## config.mk

```make
export PLATFORM = sky130hd
export DESIGN_NAME = tag_ram_ctrl
export DESIGN_NICKNAME = d
export VERILOG_FILES = /design/src/rtl/tag_ram_ctrl.sv
export SDC_FILE = /design/constraint.sdc
export NUM_CORES = 1
export LEC_CHECK = 0
export CORE_MARGIN = 4
export CORE_UTILIZATION = 31
export DETAILED_ROUTE_END_ITERATION = 10
export PLACE_DENSITY = 0.91
export SETUP_SLACK_MARGIN = 0.2
export SLEW_MARGIN = 20
export SYNTH_ARGS = -nofsm -noshare
export SYNTH_HDL_FRONTEND = slang
export SYNTH_SLANG_ARGS = --single-unit
```

## constraint.sdc

```tcl
create_clock -name clk -period 4.6 [get_ports clk]
set_input_delay 0.92 -clock clk [delete_from_list [all_inputs] [get_ports clk]]
set_output_delay 0.92 -clock clk [all_outputs]
set_load 0.01 [all_outputs]
```

## src/rtl/tag_ram_ctrl.sv

```systemverilog
// Port-A write sequencer/arbiter and port-B lookup path for one cache tag RAM bank.
// Optional macro TAG_BYPASS_EN forwards same-cycle write data to colliding lookups.
module tag_ram_ctrl #(
  parameter int LEN_DATA = 20,
  parameter int LEN_ADDR = 10
) (
  input  logic                clk,
  input  logic                rst,
  output logic                ready,
  input  logic                refill_req,
  input  logic [LEN_ADDR-1:0] refill_addr,
  input  logic [LEN_DATA-1:0] refill_data,
  output logic                refill_ack,
  input  logic                inv_req,
  input  logic [LEN_ADDR-1:0] inv_addr,
  output logic                inv_ack,
  input  logic                flush_req,
  output logic                flush_busy,
  output logic                flush_done,
  input  logic                lk_en,
  input  logic [LEN_ADDR-1:0] lk_addr,
  output logic [LEN_DATA-1:0] lk_data,
  output logic                lk_stall,
  output logic                ram_ena,
  output logic                ram_wea,
  output logic [LEN_ADDR-1:0] ram_addra,
  output logic [LEN_DATA-1:0] ram_dina,
  output logic                ram_enb,
  output logic [LEN_ADDR-1:0] ram_addrb,
  input  logic [LEN_DATA-1:0] ram_doutb,
  output logic [1:0]          dbg_state_o
);

  // Handshake: refill/inv requests are held high until their ack, which is
  // combinational and coincides with the port-A write; lookups are fire-and-forget
  // with data one cycle later, reissued by the requester when lk_stall is high.

  typedef enum logic [1:0] {S_INIT = 2'd0, S_IDLE = 2'd1, S_FLUSH = 2'd2} state_e;

  state_e              state_q;
  logic [LEN_ADDR-1:0] cnt_q;
  logic                flush_done_q;
  logic                lk_ok_q;

  logic                wr_en;
  logic [LEN_ADDR-1:0] wr_addr;
  logic [LEN_DATA-1:0] wr_data;
  logic                collision;

  always_comb begin
    wr_en      = 1'b0;
    wr_addr    = cnt_q;
    wr_data    = '0;
    refill_ack = 1'b0;
    inv_ack    = 1'b0;
    if (!rst) begin
      case (state_q)
        S_INIT, S_FLUSH: wr_en = 1'b1;
        S_IDLE: begin
          if (refill_req) begin
            wr_en      = 1'b1;
            wr_addr    = refill_addr;
            wr_data    = refill_data;
            refill_ack = 1'b1;
          end else if (inv_req) begin
            wr_en   = 1'b1;
            wr_addr = inv_addr;
            inv_ack = 1'b1;
          end
        end
        default: ;
      endcase
    end
  end

  assign ram_ena     = wr_en;
  assign ram_wea     = wr_en;
  assign ram_addra   = wr_addr;
  assign ram_dina    = wr_data;
  assign ram_enb     = lk_en;
  assign ram_addrb   = lk_addr;
  assign ready       = !rst && (state_q == S_IDLE);
  assign flush_busy  = !rst && (state_q == S_FLUSH);
  assign flush_done  = flush_done_q;
  assign dbg_state_o = state_q;

  // Sweep-write collisions need no handling: those lookups already read as a miss.
  assign collision = lk_en && wr_en && (state_q == S_IDLE) && (wr_addr == lk_addr);

  always_ff @(posedge clk) begin
    if (rst) begin
      state_q      <= S_INIT;
      cnt_q        <= '0;
      flush_done_q <= 1'b0;
      lk_ok_q      <= 1'b0;
    end else begin
      flush_done_q <= 1'b0;
      lk_ok_q      <= lk_en && (state_q == S_IDLE);
      case (state_q)
        S_INIT: begin
          cnt_q <= cnt_q + 1'b1;
          if (&cnt_q) state_q <= S_IDLE;
        end
        S_FLUSH: begin
          cnt_q <= cnt_q + 1'b1;
          if (&cnt_q) begin
            state_q      <= S_IDLE;
            flush_done_q <= 1'b1;
          end
        end
        S_IDLE: begin
          if (!refill_req && !inv_req && flush_req) state_q <= S_FLUSH;
        end
        default: state_q <= S_INIT;
      endcase
    end
  end

`ifdef TAG_BYPASS_EN
  logic                coll_q;
  logic [LEN_DATA-1:0] byp_data_q;

  always_ff @(posedge clk) begin
    if (rst) begin
      coll_q     <= 1'b0;
      byp_data_q <= '0;
    end else begin
      coll_q     <= collision;
      byp_data_q <= wr_data;
    end
  end

  assign lk_stall = 1'b0;
  assign lk_data  = !lk_ok_q ? '0 : (coll_q ? byp_data_q : ram_doutb);
`else
  assign lk_stall = collision;
  assign lk_data  = lk_ok_q ? ram_doutb : '0;
`endif

endmodule

```

Word-level counts from Yosys, hierarchy flattened --
Index checks and enable logic that the tools add are counted.
Operators by class: reduce and logical (&&, ||, !) cells 16, add/subtract/negate cells 1, mux-type cells 22, bitwise gates (word level) 1, equal/unequal tests 5
Operators with widths (count):
- $mux 20 | 4
- $mux 10 | 4
- $add 10x1->10 const B | 1
- $eq 10x10->1 | 1
- $mux 1 | 10
- $reduce_and 10->1 | 1
- $logic_and 1x1->1 | 8
- $mux 2 | 2
- $ne 2x1->1 const B | 2
- $pmux 2 s2 | 1
- $reduce_or 2->1 | 2
- $logic_not 1->1 | 3
- $eq 2x1->1 const B | 1
- $eq 2x2->1 const B | 1
- $logic_not 2->1 | 1
- $pmux 1 s2 | 1
- $reduce_and 2->1 | 1
- $not 1->1 | 1
Word-level totals: output and inout port bits 71, bits in registers 14

Longest topological paths before layout --
word-level depth 7, mapped depth 8, mapped depth without buffers 7

Least setup slack after synthesis --
Ideal clock, no wire load.
path kind input-to-output, start point input rst, end point output lk_stall, setup slack 1.367 ns, required time 3.680 ns, stages 7, arrival time 2.313 ns, cells stage by stage or3b_4 > buf_6 > o21ba_1 > o21ai_2 > nand4b_1 > nor4_1 > and4_1
On the way: cells in the longest elaborated chain, start to end 4, elaborated cells on any way between the ends 6, those cells by class eq/ne: 1; mux: 2; reduce/logical: 3
Ends and longest elaborated chain:
- start, declared | line 8 | input logic rst,
- branches (longest 3 deep; another with $mux 10)
- $logic_and 1x1->1 * | line 88 | assign collision = lk_en && wr_en && (state_q == S_IDLE) && (wr_addr == lk_addr);
- end, declared | line 23 | output logic lk_stall,
Mark *: on every way between the ends.

Worst setup path in the final report --
Same ends and word-level chain as after synthesis.

==> results.toml <==
[yosys]
syn_area_mm2 = 0.00138
ys_ff_latch = 14
yosysTopAreaCell = "dfxtp_1"
postSynthCellCount = 184
avgSynthCellArea_um2 = 7.51
syn_nets = 261
synth-async-reset-ratio_pct = 0
synth_edf_count = 0
yosys-top-cells-count = "and2_1, and3_1, nor2_1"
post-synth-top-count-cell = "and2_1"
ys.flop_type = "dfxtp_1"
ys_warn_count = 0
synth_cell_type_count = 50
yosysTopAreaCellShare_pct = 20.3
synthTopCellsByArea = "dfxtp_1, and2_1, and3_1"
ys_seq_area_share_pct = 20.3

[pwr]
p_leak_nw = 1.14
p_total_uw = 380
ir_drop_uv = 172
power_density_mw_per_mm2 = 133

[drt]
viasPerCell = 5.01
firstDrtPassIters = 4
vias = 1845
drtAntennaViolNets = 0
avgRoutedWirePerCell_um = 16.7
routed_wl_um = 6150
drtIter0Drc = 43
drc = 0

[worst_setup_path]
worst-setup-path-type = "input port to primary output"
r2r-start = "cnt_q[0]"
cp.arrival_ns = 3.13
crit_fanout = 6
rr_worst_depth = 5
reg2reg_to = "cnt_q[8]"
start_kind = "input port"
cp.required_ns = 3.68
startpoint = "rst"
reg2reg_slack_ns = 2.81
endpoint_kind = "primary output"

[floorplan]
die_w_um = 74.8
rows = 24
die_h_um = 74.8
ioPinCount = 147
dieArea_mm2 = 0.00559
start_util_pct = 31.9
fp.coreArea_mm2 = 0.00432

[clocking]
cts_made_buffers = 3
cts-root-buf = "clkbuf_8"
h-tree-depth = 1
cts_buffer_depth = 2
clk_latency_ns = 0.25
cts_tree = "done"
clkSinkCount = 14
clkTransAtPathRegs_ns = 0.06

[timing]
finalCritPeriodShare_pct = 88.1
skew_ns = 0.000990
maxSlewHeadroom_pct = 72.1
setup_slack_ns = 0.546
worstMarginPinSlew_ns = 0.418
slew_viol_final = 0
tns_ns = 0
max_freq_mhz = 247
rsz0062_at_grt = "false"
hold_ws_ns = 0.535
min_period_ns = 4.05
final_hold_viol_count = 0
setup_violations = 0

[place]
place_congestion = 0.883
dp_slack_ns = 0.228
portBuffers = 146
place_hpwl_um = 5010

[grt]
grt_pass1_wl_um = 8320
overflow = 0
globalRouteTotalUtil_pct = 19.2
grt_max_degree = 31
antenna_found_initial = 0
grt_pass1_vias = 1670

[flow_run]
drv_cap = 0

[final_layout]
area_delta_synth_final_pct = 108
fill_cells = 366
n_antenna_cell = 0
final_nets = 394
drive_gt1_share_pct = 6.96

[run_status]
status = "complete, no violations"

[min_path]
holdPathStages = 2
min_path_type = "flop to flop"
hold_path_end = "cnt_q[5]"
hold_start = "cnt_q[5]"
==> kinds of logic (layout without fill, tap and decap cells) <==
group	Yosys count	count (layout)	share of synthesized area [%]
xor+xnor	15	15	9.51
simple gates	88	89	37.0
mux	1	1	0.725
buf+inv	28	159	12.8
flops	14	14	20.3
compound gates	37	37	18.8
fa+ha+maj	1	1	0.906
==> power breakdown <==
part	switching [mW]	total, mW	internal, mW
sequential	0.00305	0.127	0.124
combinational	0.0410	0.127	0.0857
clock	0.0506	0.127	0.0761
total	0.0946	0.380	0.285
==> per-stage QoR <==
stage          cells  util (%)  cell area (um^2)
2_1_floorplan    184         -              1380
3_3_place_gp     363      64.5              2790
3_5_place_dp     363      64.5              2790
4_1_cts          367      65.7              2840
5_1_grt          368      66.3              2870
6_report         368      66.3              2870
==> state kept, by name, indices dropped and copies added (netlist names) <==
name,cells
cnt_q,10
dbg_state_o,2
lk_ok_q,1
flush_done,1
==> worst max-delay path, cell delays in order <==
cell and delay, ns:
clkdlybuf4s50_1 0.46, or3b_4 0.48, inv_2 0.11, o21ai_2 0.09
a211oi_1 0.25, o211ai_1 0.11, nor4_1 0.30, and4_1 0.24
dlymetal6s2s_1 0.17
==> cell usage in the layout (no fill, tap or decap), types with 2 or more instances in the layout <==
| cell | Yosys | layout |
|---|---|---|
| clkdlybuf4s50_1 | 0 | 145 |
| and2_1 | 21 | 21 |
| and3_1 | 20 | 20 |
| nor2_1 | 18 | 17 |
| dfxtp_1 | 14 | 14 |
| xor2_1 | 11 | 11 |
| o22ai_1 | 8 | 8 |
| nand2_1 | 7 | 7 |
| a21oi_1 | 6 | 6 |
| buf_4 | 12 | 5 |
| xnor2_1 | 4 | 4 |
| clkbuf_8 | 1 | 4 |
| a22oi_1 | 3 | 3 |
| o21ai_0 | 3 | 3 |
| nor2_2 | 1 | 2 |
| inv_1 | 3 | 2 |
| a2bb2oi_1 | 2 | 2 |
| o21ai_2 | 2 | 2 |
| o2bb2ai_1 | 2 | 2 |
| or3b_2 | 1 | 2 |
| nand4b_1 | 2 | 2 |
| nand3_1 | 2 | 2 |
| nand4_1 | 2 | 2 |
| o31ai_1 | 2 | 2 |
| or3_1 | 2 | 2 |
==> timing repair <==
action	CTS	global route
hold buffers	0	0
buffers inserted	0	0
endpoints found under the setup margin	0	1
gates resized for setup	0	5
==> layout make-up <==
type | instances | area [um^2] | share of cell area, %
multi-input combinational | 143 | 943 | 32.9
clock buffer | 4 | 55.1 | 1.92
inverter | 3 | 11.3 | 0.393
tap | 52 | 65.1 | 2.27
sequential | 14 | 280 | 9.77
timing repair buffer | 152 | 1510 | 52.7
==> routing by layer <==
metal	vias to the layer above	track usage [%]	part of all wire, %
met5	-	0	0
met4	0	3.75	0.62
met3	5	5.47	10
met2	91	35.7	52
met1	847	21.9	37
li1	902	-	-
==> how the worst max path moves through the flow <==
stage / cells after the start / slack, ns / to
2_1_floorplan: 7 / 1.37 / lk_stall
3_3_place_gp: 9 / 0.25 / lk_stall
3_5_place_dp: 9 / 0.23 / lk_stall
4_1_cts: 9 / 0.22 / lk_stall
5_1_grt: 9 / 0.47 / lk_stall
6_report: 9 / 0.55 / lk_stall
No activity file was read; power rests on OpenSTA's default activity.
